--- config.mk ---
export PLATFORM = sky130hd
export DESIGN_NAME = counter_updown_mod_flat
export DESIGN_NICKNAME = d
export VERILOG_FILES = /design/src/rtl/counter_updown_if.sv /design/src/rtl/counter_updown_mod.sv /design/src/flat_wrapper.sv
export SDC_FILE = /design/constraint.sdc
export NUM_CORES = 1
export LEC_CHECK = 0
export BUFFER_PORTS_ARGS = -buffer_cell sky130_fd_sc_hd__buf_2
export CORE_ASPECT_RATIO = 0.8
export CORE_MARGIN = 8
export CORE_UTILIZATION = 45
export CTS_BUF_LIST = sky130_fd_sc_hd__clkbuf_2 sky130_fd_sc_hd__clkbuf_4 sky130_fd_sc_hd__clkbuf_8
export DETAILED_ROUTE_END_ITERATION = 6
export PLACE_DENSITY = 0.7
export SLEW_MARGIN = 5
export SYNTH_ARGS = -nofsm -noshare
export SYNTH_HDL_FRONTEND = slang
export SYNTH_SLANG_ARGS = --single-unit
--- constraint.sdc ---
create_clock -name clk -period 2 [get_ports clk]
set_clock_uncertainty 0.2 [all_clocks]
set_input_delay 0.4 -clock clk [delete_from_list [all_inputs] [get_ports clk]]
set_output_delay 0.4 -clock clk [all_outputs]
set_load 0.05 [all_outputs]
--- src/rtl/counter_updown_if.sv ---
// Control/status bundle for counter_updown_mod: the driver owns the controls,
// the counter owns count and its flags.
interface counter_updown_if #(
    parameter int unsigned WIDTH = 8
) ();
    logic             en;
    logic             up_dn;
    logic             clr;
    logic             load;
    logic [WIDTH-1:0] load_val;
    logic [WIDTH-1:0] count;
    logic             tc;
    logic             wrap;
    logic             sat;

    modport master (
        output en, up_dn, clr, load, load_val,
        input  count, tc, wrap, sat
    );

    modport slave (
        input  en, up_dn, clr, load, load_val,
        output count, tc, wrap, sat
    );
endinterface

--- src/rtl/counter_updown_mod.sv ---
// Up/down modulo-N counter with enable, synchronous clear, clamped parallel load,
// terminal-count and wrap flags. Define COUNTER_SAT_EN for saturating mode with sticky sat.
module counter_updown_mod #(
    parameter int unsigned     WIDTH     = 8,
    parameter longint unsigned MODULUS   = 256,
    parameter longint unsigned RESET_VAL = 0
) (
    input  logic             clk,
    input  logic             rst,
    counter_updown_if.slave  bus
);
    localparam int unsigned      W1      = WIDTH + 1;
    localparam logic [WIDTH:0]   MAX_EXT = W1'(MODULUS - 1);
    localparam logic [WIDTH-1:0] RST_VAL = WIDTH'(RESET_VAL);

    logic [WIDTH-1:0] r_count;
    logic [WIDTH:0]   w_count_ext;
    logic [WIDTH:0]   w_inc_ext;
    logic [WIDTH:0]   w_dec_ext;
    logic [WIDTH:0]   w_load_ext;
    logic [WIDTH:0]   w_load_clamped;
    logic [WIDTH:0]   w_next_ext;
    logic [WIDTH-1:0] w_next_count;
    logic             w_unused_carry;
    logic             w_at_top;
    logic             w_at_bot;

    // One bit of headroom so MODULUS = 2**WIDTH compares and steps cleanly.
    assign w_count_ext    = {1'b0, r_count};
    assign w_inc_ext      = w_count_ext + W1'(1);
    assign w_dec_ext      = w_count_ext - W1'(1);
    assign w_load_ext     = {1'b0, bus.load_val};
    assign w_load_clamped = (w_load_ext > MAX_EXT) ? MAX_EXT : w_load_ext;
    assign w_at_top       = (w_count_ext == MAX_EXT);
    assign w_at_bot       = (r_count == '0);

    assign bus.tc = bus.en & ((bus.up_dn & w_at_top) | (~bus.up_dn & w_at_bot));

`ifdef COUNTER_SAT_EN
    logic r_sat;
    logic w_next_sat;

    // NOTE: every comb output gets a default first so no path leaves it unassigned (no latch).
    always_comb begin
        w_next_ext = w_count_ext;
        w_next_sat = r_sat;
        if (bus.clr) begin
            w_next_ext = '0;
            w_next_sat = 1'b0;
        end else if (bus.load) begin
            w_next_ext = w_load_clamped;
        end else if (bus.en) begin
            if (bus.up_dn) begin
                if (w_at_top) w_next_sat = 1'b1;
                else          w_next_ext = w_inc_ext;
            end else begin
                if (w_at_bot) w_next_sat = 1'b1;
                else          w_next_ext = w_dec_ext;
            end
        end
    end

    assign w_next_count   = w_next_ext[WIDTH-1:0];
    assign w_unused_carry = w_next_ext[WIDTH];

    // NOTE: state registers use non-blocking assignments so all flops update together.
    always_ff @(posedge clk or posedge rst) begin
        if (rst) begin
            r_count <= RST_VAL;
            r_sat   <= 1'b0;
        end else begin
            r_count <= w_next_count;
            r_sat   <= w_next_sat;
        end
    end

    assign bus.wrap = 1'b0;
    assign bus.sat  = r_sat;
`else
    logic r_wrap;
    logic w_next_wrap;

    // NOTE: every comb output gets a default first so no path leaves it unassigned (no latch).
    always_comb begin
        w_next_ext  = w_count_ext;
        w_next_wrap = 1'b0;
        if (bus.clr) begin
            w_next_ext = '0;
        end else if (bus.load) begin
            w_next_ext = w_load_clamped;
        end else if (bus.en) begin
            if (bus.up_dn) begin
                if (w_at_top) begin
                    w_next_ext  = '0;
                    w_next_wrap = 1'b1;
                end else begin
                    w_next_ext  = w_inc_ext;
                end
            end else begin
                if (w_at_bot) begin
                    w_next_ext  = MAX_EXT;
                    w_next_wrap = 1'b1;
                end else begin
                    w_next_ext  = w_dec_ext;
                end
            end
        end
    end

    assign w_next_count   = w_next_ext[WIDTH-1:0];
    assign w_unused_carry = w_next_ext[WIDTH];

    // NOTE: state registers use non-blocking assignments so all flops update together.
    always_ff @(posedge clk or posedge rst) begin
        if (rst) begin
            r_count <= RST_VAL;
            r_wrap  <= 1'b0;
        end else begin
            r_count <= w_next_count;
            r_wrap  <= w_next_wrap;
        end
    end

    assign bus.wrap = r_wrap;
    assign bus.sat  = 1'b0;
`endif

    assign bus.count = r_count;
endmodule

--- src/flat_wrapper.sv ---
// flat-port wrapper written by rule: the top's interface ports become plain ports
module counter_updown_mod_flat 
#(
    parameter int unsigned     WIDTH     = 8,
    parameter longint unsigned MODULUS   = 256,
    parameter longint unsigned RESET_VAL = 0
)
  (clk, rst, bus_en, bus_up_dn, bus_clr, bus_load, bus_load_val, bus_count, bus_tc, bus_wrap, bus_sat);
  counter_updown_if #(.WIDTH(WIDTH)) bus_i ();
  input  logic clk;
  input  logic rst;
  input wire logic [$bits(bus_i.en)-1:0] bus_en;
  input wire logic [$bits(bus_i.up_dn)-1:0] bus_up_dn;
  input wire logic [$bits(bus_i.clr)-1:0] bus_clr;
  input wire logic [$bits(bus_i.load)-1:0] bus_load;
  input wire logic [$bits(bus_i.load_val)-1:0] bus_load_val;
  output wire logic [$bits(bus_i.count)-1:0] bus_count;
  output wire logic [$bits(bus_i.tc)-1:0] bus_tc;
  output wire logic [$bits(bus_i.wrap)-1:0] bus_wrap;
  output wire logic [$bits(bus_i.sat)-1:0] bus_sat;
  assign bus_i.en = bus_en;
  assign bus_i.up_dn = bus_up_dn;
  assign bus_i.clr = bus_clr;
  assign bus_i.load = bus_load;
  assign bus_i.load_val = bus_load_val;
  assign bus_count = bus_i.count;
  assign bus_tc = bus_i.tc;
  assign bus_wrap = bus_i.wrap;
  assign bus_sat = bus_i.sat;
  counter_updown_mod #(.WIDTH(WIDTH), .MODULUS(MODULUS), .RESET_VAL(RESET_VAL)) u_core (.clk(clk), .rst(rst), .bus(bus_i));
endmodule
==> flow_summary.json, run 1 <==
{
  "path_clk_slew_ns": 0.07,
  "cts_buffers": 3,
  "wire_per_inst_um": 16.9,
  "clockRootBuffer": "clkbuf_4",
  "synth_edf_count": 0,
  "clock_sinks": 9,
  "finalSetupViolations": 2,
  "cts_buffer_depth": 2,
  "min_from": "bus_load_val[2]",
  "htree_levels": 1,
  "reg2reg_depth": 6,
  "dpl.hpwl_um": 2110,
  "maxClockFrequency_mhz": 433,
  "insertion_delay_ns": 0.28,
  "worstReg2RegEnd": "u_core.bus.count[5]",
  "num_antenna_cells": 0,
  "critical_path_class": "register to output port",
  "final_util_pct": 68.1,
  "firstDrtPassIters": 4,
  "port_buffers": 23,
  "final_cells": 175,
  "grt_max_degree": 14,
  "vias_per_cell": 5.86,
  "crit_arrival_ns": 1.71,
  "status": "complete, but fails checks",
  "critPathBufInv": 2,
  "async_flop_share_pct": 100,
  "crit_family": "simple AND/OR/NAND/NOR gates",
  "path_max_fanout": 4,
  "hold_path_class": "input pin to register",
  "via_count": 1026,
  "endpoint_kind": "output port",
  "grtUsageTotal_pct": 16.2,
  "core_area_um2": 1910,
  "antenna_found_initial": 0,
  "boundaryPins": 25,
  "fp.dieH_um": 56.5,
  "rsz0062_at_grt": "yes",
  "synth-main-ff-cell": "dfrtp_1",
  "fin_total_pwr_mw": 0.772,
  "start_kind": "register",
  "dieArea_um2": 3760,
  "timing_hold_violations_final": 0,
  "yosysSeqAreaShare_pct": 24.4,
  "min_to": "u_core.bus.count[2]",
  "vdd_ir_drop_max_mv": 0.339,
  "fin_nets": 169,
  "start_util_pct": 48.3,
  "critPathMaxStageDelay_ns": 0.44,
  "cap_violations": 0,
  "fin_crit_sh_pct": 115,
  "die_w_um": 66.6,
  "drv_slew": 0,
  "drtIter0Drc": 45,
  "timing.rr.start": "u_core.bus.count[0]",
  "p_leak_nw": 0.561,
  "layout_setup_ws_ns": -0.307,
  "cpMaxStageDelayCell": "dfrtp_2",
  "synth_area_um2": 922,
  "ant_nets": 0,
  "ys_ff_latch": 9,
  "place_congestion": 0.963,
  "final_cell_mix": "buf_2, buf_4, a21oi_1",
  "placementRows": 14,
  "power_density_nw_per_um2": 593,
  "avgSynthCellArea_um2": 8.16,
  "violations": "setup timing",
  "syn_to_final_growth_pct": 41.0,
  "grt_pass1_wl_um": 4770,
  "postRouteWirelength_um": 2950,
  "yosysWarnings": 0,
  "grt_pass1_vias": 986,
  "cts_tree": "built",
  "crit_chain": "inv_4 -> ha_4 -> nor3b_4 -> nand2_2 -> o21ai_2 -> and2_4 -> buf_8",
  "drc": 0,
  "syn-num-nets": 130,
  "cp.required_ns": 1.40,
  "yosysUniqueCellTypes": 47,
  "syn_inst": 113,
  "global_route.overflow_total": 0,
  "drive_gt1_share_pct": 49.0,
  "period_minus_slack_ns": 2.31,
  "placed_cells": 165,
  "whs_path_depth": 2,
  "rrSetupSlack_ns": -0.05
}
## Yosys cell counts, types with 4 or more instances
| cell type | instances | area, um^2 |
|---|---|---|
| clkbuf_1 | 6 | 22.5 |
| o21ai_0 | 6 | 30.0 |
| nand3_1 | 5 | 25.0 |
| nand2_1 | 7 | 26.3 |
| xnor2_1 | 4 | 35.0 |
| inv_1 | 6 | 22.5 |
| nor3b_1 | 6 | 45.0 |
| dfrtp_1 | 9 | 225 |
| a21oi_1 | 8 | 40.0 |
## timing repair
action | CTS | global route
endpoints found under the setup margin | 1 | 6
hold buffers | 1 | 0
cloned | 0 | 0
pin swaps | 2 | 6
hold endpoints to repair | 9 | 0
resized for setup | 5 | 8
setup buffers | 3 | 2
## how the worst max path moves through the flow
stage,start,endpoint,slack (ns),cells past startpoint
after global placement,u_core.bus.count[0],bus_tc,-0.04,7
final,u_core.bus.count[0],bus_tc,-0.31,7
after CTS,u_core.bus.count[1],bus_tc,-0.25,7
after detailed placement,u_core.bus.count[0],bus_tc,-0.08,7
after global routing,u_core.bus.count[0],bus_tc,-0.39,7
after floorplan,u_core.bus.count[1],bus_tc,-0.11,7
## power by group
group | internal (mW) | switching [mW] | total [mW]
Combinational | 0.169 | 0.212 | 0.382
Sequential | 0.198 | 0.0209 | 0.219
Clock | 0.0910 | 0.0798 | 0.171
Total | 0.458 | 0.313 | 0.772
## cells by family after synthesis
logic type | share of synthesized area [%]
XOR/XNOR | 4.75
multiplexers | 2.17
buffers and inverters | 10.2
AO/OA/AOI/OAI | 27.7
other | 0.407
flip-flops | 24.4
AND/OR/NAND/NOR | 26.3
adder cells (fa/ha/maj) | 4.07
## routing by layer
| metal | part of all wire [%] | up-vias | GRT usage, % |
|---|---|---|---|
| met5 | 0 | - | 0 |
| met4 | 1.4 | 0 | 6.69 |
| met3 | 8.3 | 4 | 3.96 |
| met2 | 48 | 49 | 24.9 |
| met1 | 42 | 475 | 20.6 |
| li1 | - | 498 | - |
## metrics by stage
stage                     setup WS, ns  hold WS, ns  instance area, um^2  TNS (ns)
after floorplan                 -0.115       0.0274                  965    -0.115
after global placement         -0.0414        0.193                 1160   -0.0414
after detailed placement       -0.0754        0.200                 1160   -0.0754
after CTS                       -0.250        0.158                 1250    -0.299
after global routing            -0.388        0.148                 1300    -0.513
final                           -0.307        0.160                 1300    -0.354
## area by class of cell
class / instances / area (um^2)
clock buffer: 4 / 30.0
fill: 161 / 609
inverter: 6 / 27.5
multi-input combinational: 85 / 667
sequential: 9 / 234
tap: 24 / 30.0
timing repair buffer: 47 / 312
## registers in the layout (all words and copies together) (netlist names)
signal and flops:
u_core.bus.wrap 1, u_core.bus.count 8
## worst reg2reg max path, stage by stage (launching register included)
cell	delay, ns
dfrtp_2	0.44
buf_4	0.19
or4_4	0.55
buf_4	0.15
o21ai_0	0.12
and3b_2	0.21
o32ai_2	0.07
No activity file was read; power rests on OpenSTA's default activity.
==> run 2: changes to the inputs <==
--- a/config.mk
+++ b/config.mk
@@ -12,6 +12,7 @@
 export CTS_BUF_LIST = sky130_fd_sc_hd__clkbuf_2 sky130_fd_sc_hd__clkbuf_4 sky130_fd_sc_hd__clkbuf_8
 export DETAILED_ROUTE_END_ITERATION = 6
 export PLACE_DENSITY = 0.7
+export RECOVER_POWER = 50
 export SLEW_MARGIN = 5
 export SYNTH_ARGS = -nofsm -noshare
 export SYNTH_HDL_FRONTEND = slang
==> flow_summary.json, run 2 (same netlist as run 1, synthesis figures left out) <==
{
  "reg2reg_depth": 6,
  "cap_violations": 0,
  "clockRootBuffer": "clkbuf_4",
  "violations": "setup timing",
  "grtUsageTotal_pct": 16.2,
  "fill_cells": 163,
  "status": "complete, but fails checks",
  "rsz0062_at_grt": "yes",
  "insertion_delay_ns": 0.28,
  "dp_slack_ns": -0.0754,
  "power_density_nw_per_um2": 595,
  "core_area_um2": 1910,
  "clock_sinks": 9,
  "boundaryPins": 25,
  "via_count": 1013,
  "drc": 0,
  "fp.dieH_um": 56.5,
  "placed_cells": 165,
  "global_route.overflow_total": 0,
  "period_minus_slack_ns": 2.31,
  "dieArea_um2": 3760,
  "endpoint_kind": "output port",
  "whs_ns": 0.161,
  "tightestPinTransition_ns": 0.595,
  "die_w_um": 66.6,
  "switchingPower_mw": 0.314,
  "timing_hold_violations_final": 0,
  "cts_buffers": 3,
  "critical_path_class": "register to output port",
  "fin_total_pwr_mw": 0.772,
  "critPathMaxStageDelay_ns": 0.44,
  "drtIter0Drc": 44,
  "p_leak_nw": 0.553,
  "dpl.hpwl_um": 2110,
  "wire_per_inst_um": 16.9,
  "drv_slew": 0,
  "syn_to_final_growth_pct": 40.7,
  "p_int_mw": 0.458,
  "cp-startpoint": "u_core.bus.count[0]",
  "placementRows": 14,
  "crit_chain": "inv_4 -> ha_4 -> nor3b_4 -> nand2_2 -> o21ai_2 -> and2_4 -> buf_8",
  "finalSetupViolations": 2,
  "comb_power_share_pct": 49.4,
  "hold_path_class": "input pin to register",
  "firstDrtPassIters": 4,
  "relSlewSlack_pct": 60.5,
  "postRouteWirelength_um": 2960,
  "cts_buffer_depth": 2,
  "final_common_cell": "buf_4",
  "final_util_pct": 68.0,
  "fin_crit_sh_pct": 115,
  "path_max_fanout": 4,
  "worstReg2RegEnd": "u_core.bus.count[5]",
  "crit_arrival_ns": 1.71,
  "antenna_found_initial": 0,
  "cpMaxStageDelayCell": "dfrtp_2",
  "final_cell_mix": "buf_4, buf_2, a21oi_1",
  "crit_path_end": "bus_tc",
  "start_util_pct": 48.3,
  "grt_max_degree": 14,
  "drive_gt1_share_pct": 47.7,
  "largest_reg_flops": 8,
  "htree_levels": 1,
  "path_clk_slew_ns": 0.08,
  "grt_pass1_vias": 986,
  "clkPwrFrac_pct": 22.2,
  "layout_setup_ws_ns": -0.310,
  "start_kind": "register",
  "power.share.switching_pct": 40.7,
  "seqPwrFrac_pct": 28.4,
  "grt_pass1_wl_um": 4770,
  "rrSetupSlack_ns": -0.05,
  "maxClockFrequency_mhz": 433,
  "ant_nets": 0,
  "timing.rr.start": "u_core.bus.count[0]",
  "port_buffers": 23,
  "place_congestion": 0.963,
  "fin_nets": 169,
  "design_area_um2": 1300,
  "crit_family": "simple AND/OR/NAND/NOR gates",
  "cp_num_cells": 7,
  "finalSetupTns_ns": -0.357,
  "final_cells": 175,
  "cp.required_ns": 1.40,
  "dpl-instance-area_um2": 1160,
  "vdd_ir_drop_max_mv": 0.343,
  "num_antenna_cells": 0,
  "cts_tree": "built",
  "vias_per_cell": 5.79,
  "critPathBufInv": 2
}
-- run 2: changes by cell type in the layout (fill, tap and decap cells not counted) --
cell / delta
buf_2: -2
clkbuf_1: +2
-- run 2: what timing repair did --
item                                   CTS  global route
hold buffers                             1             0
pin swaps                                2             6
gates resized for setup                  5             8
setup endpoints to repair                1             6
setup buffers                            3             2
endpoints found under the hold margin    9             0
-- run 2: final cells by class --
cell class	instances	area (um^2)	area share, %
Multi-Input combinational cell	85	667	51.4
Timing Repair Buffer	47	309	23.8
Tap cell	24	30.0	2.31
Clock buffer	4	30.0	2.31
Sequential cell	9	234	18.0
Inverter	6	27.5	2.12
-- run 2: layer usage --
layer	vias to the layer above	GRT usage (%)	share of wire, %
li1	497	-	-
met1	465	20.6	43
met2	47	24.9	48
met3	4	3.96	7.6
met4	0	6.69	1.4
met5	-	0	0
-- run 2: worst min path at each step --
stage	startpoint	end	slack, ns	cells after the start
floorplan	rst	u_core.bus.count[6]	0.03	1
global placement	rst	u_core.bus.wrap	0.19	2
detailed placement	rst	u_core.bus.wrap	0.20	2
CTS	bus_load_val[2]	u_core.bus.count[2]	0.16	2
global route	bus_load_val[2]	u_core.bus.count[2]	0.15	2
finish	bus_load_val[2]	u_core.bus.count[2]	0.16	2
-- run 2: power by group through the flow --
stage               sequential, mW  clock [mW]  combinational [mW]
finish                       0.219       0.171               0.382
global route                 0.222       0.186               0.408
CTS                          0.218       0.175               0.350
detailed placement           0.221           0               0.330
global placement             0.220           0               0.324
floorplan                    0.262           0               0.193
==> run 3: changes to the inputs <==
==> constraint.sdc (replaced) <==
create_clock -name clk -period 2 [get_ports clk]
set_clock_uncertainty 0.2 [all_clocks]
set_input_delay 0.1 -clock clk [delete_from_list [all_inputs] [get_ports clk]]
set_output_delay 0.1 -clock clk [all_outputs]
set_load 0.05 [all_outputs]
==> flow_summary.json, run 3 (same netlist as run 1, synthesis figures left out) <==
{
  "core_area_um2": 1910,
  "final_util_pct": 65.7,
  "clock_sinks": 9,
  "period_minus_slack_ns": 1.99,
  "finalSetupViolations": 0,
  "final_cells": 170,
  "crit_chain": "inv_2 -> ha_4 -> nor3b_4 -> nand2_2 -> o21ai_2 -> and2_4 -> buf_8",
  "vdd_ir_drop_max_mv": 0.375,
  "place_congestion": 0.944,
  "rsz0062_at_grt": "yes",
  "dpl.hpwl_um": 1980,
  "wire_per_inst_um": 16.8,
  "drtIter0Drc": 75,
  "port_buffers": 23,
  "fin_nets": 164,
  "grtUsageTotal_pct": 16.3,
  "start_kind": "register",
  "critPathMaxStageDelay_ns": 0.43,
  "cts_buffers": 3,
  "drive_gt1_share_pct": 37.7,
  "boundaryPins": 25,
  "cpMaxStageDelayCell": "dfrtp_2",
  "dieArea_um2": 3760,
  "cts_buffer_depth": 2,
  "hold_path_class": "input pin to register",
  "via_count": 1033,
  "cts_tree": "built",
  "syn_to_final_growth_pct": 36.1,
  "fill_cells": 158,
  "vias_per_cell": 6.08,
  "path_clk_slew_ns": 0.07,
  "fin_total_pwr_mw": 0.730,
  "grt_pass1_vias": 1051,
  "maxClockFrequency_mhz": 504,
  "p_leak_nw": 0.521,
  "ff_latch_area_um2": 231,
  "cp.required_ns": 1.70,
  "die_w_um": 66.6,
  "drc": 0,
  "antenna_found_initial": 0,
  "ant_nets": 0,
  "final_common_cell": "buf_2",
  "rrSetupSlack_ns": 0.10,
  "num_antenna_cells": 0,
  "timing_hold_violations_final": 0,
  "tightestPinTransition_ns": 0.597,
  "status": "finished, final reports clean",
  "placementRows": 14,
  "relSlewSlack_pct": 60.4,
  "fp.dieH_um": 56.5,
  "fin_crit_sh_pct": 99.3,
  "path_max_fanout": 3,
  "crit_arrival_ns": 1.69,
  "placed_cells": 153,
  "insertion_delay_ns": 0.27,
  "multi_input_area_um2": 652,
  "grt_pass1_wl_um": 4870,
  "layout_setup_ws_ns": 0.0141,
  "grt_max_degree": 16,
  "start_util_pct": 48.3,
  "critical_path_class": "register to output port",
  "endpoint_kind": "output port",
  "clockRootBuffer": "clkbuf_4",
  "global_route.overflow_total": 0,
  "final_cell_mix": "buf_2, buf_4, a21oi_1, dlygate4sd3_1, nand2_1",
  "power_density_nw_per_um2": 581,
  "design_area_um2": 1250,
  "postRouteWirelength_um": 2850,
  "firstDrtPassIters": 4,
  "largest_reg_flops": 8,
  "htree_levels": 1,
  "cap_violations": 0,
  "dpl-instance-area_um2": 1050,
  "dp_slack_ns": 0.0566,
  "drv_slew": 0
}
-- run 3: cell types whose count changed in the layout (fill, tap and decap cells not counted), sizes merged --
cell | previous run | this run
buf | 44 | 32
dlygate4sd3 | 1 | 8
-- run 3: worst paths after layout --
path                                        to  depth (start not counted)                start
max                                     bus_tc                          7  u_core.bus.count[1]
min                        u_core.bus.count[1]                          4      bus_load_val[1]
max reg2reg                u_core.bus.count[0]                          7  u_core.bus.count[1]
min reg2reg                    u_core.bus.wrap                          4  u_core.bus.count[3]
max in group asynchronous  u_core.bus.count[2]                          3                  rst
min in group asynchronous  u_core.bus.count[5]                          3                  rst
-- run 3: where the power goes --
| group | internal, mW | switching, mW | total, mW | leakage (nW) |
|---|---|---|---|---|
| Sequential | 0.197 | 0.0272 | 0.225 | 0.112 |
| Combinational | 0.145 | 0.194 | 0.340 | 0.390 |
| Clock | 0.0909 | 0.0748 | 0.166 | 0.0184 |
-- run 3: area by class of cell --
| class | instances | share of cell area, % |
|---|---|---|
| tap | 24 | 2.39 |
| inverter | 6 | 1.79 |
| timing repair buffer | 42 | 23.0 |
| clock buffer | 4 | 2.39 |
| sequential | 9 | 18.4 |
| multi-input combinational | 85 | 51.9 |
-- run 3: layer usage --
metal | track usage, % | up-vias | share of wire [%]
met5 | 0 | - | 0
met4 | 10.3 | 0 | 2.7
met3 | 2.97 | 10 | 8.7
met2 | 25.1 | 50 | 49
met1 | 20.1 | 485 | 39
li1 | - | 488 | -
-- run 3: what timing repair did --
item	in CTS	in global routing
hold buffers	8	0
setup buffers	5	0
endpoints found under the setup margin	1	2
cloned	0	0
gates resized for setup	10	7
endpoints found under the hold margin	16	0
pin swaps	2	3
-- run 3: metrics by stage --
| step | TNS [ns] | hold WS, ns |
|---|---|---|
| global placement | 0 | -0.113 |
| detailed placement | 0 | -0.101 |
| global route | -0.0800 | 0.0856 |
| CTS | 0 | 0.00922 |
| floorplan | -0.0113 | -0.272 |
| finish | 0 | 0.0245 |
-- run 3: worst max-delay path, delay by kind of cell, from the launching register on --
family / cells / cell delay, ns
flip-flops: 1 / 0.43
buffers and inverters: 2 / 0.23
adder cells (fa/ha/maj): 1 / 0.13
AO/OA/AOI/OAI: 1 / 0.15
AND/OR/NAND/NOR: 3 / 0.47
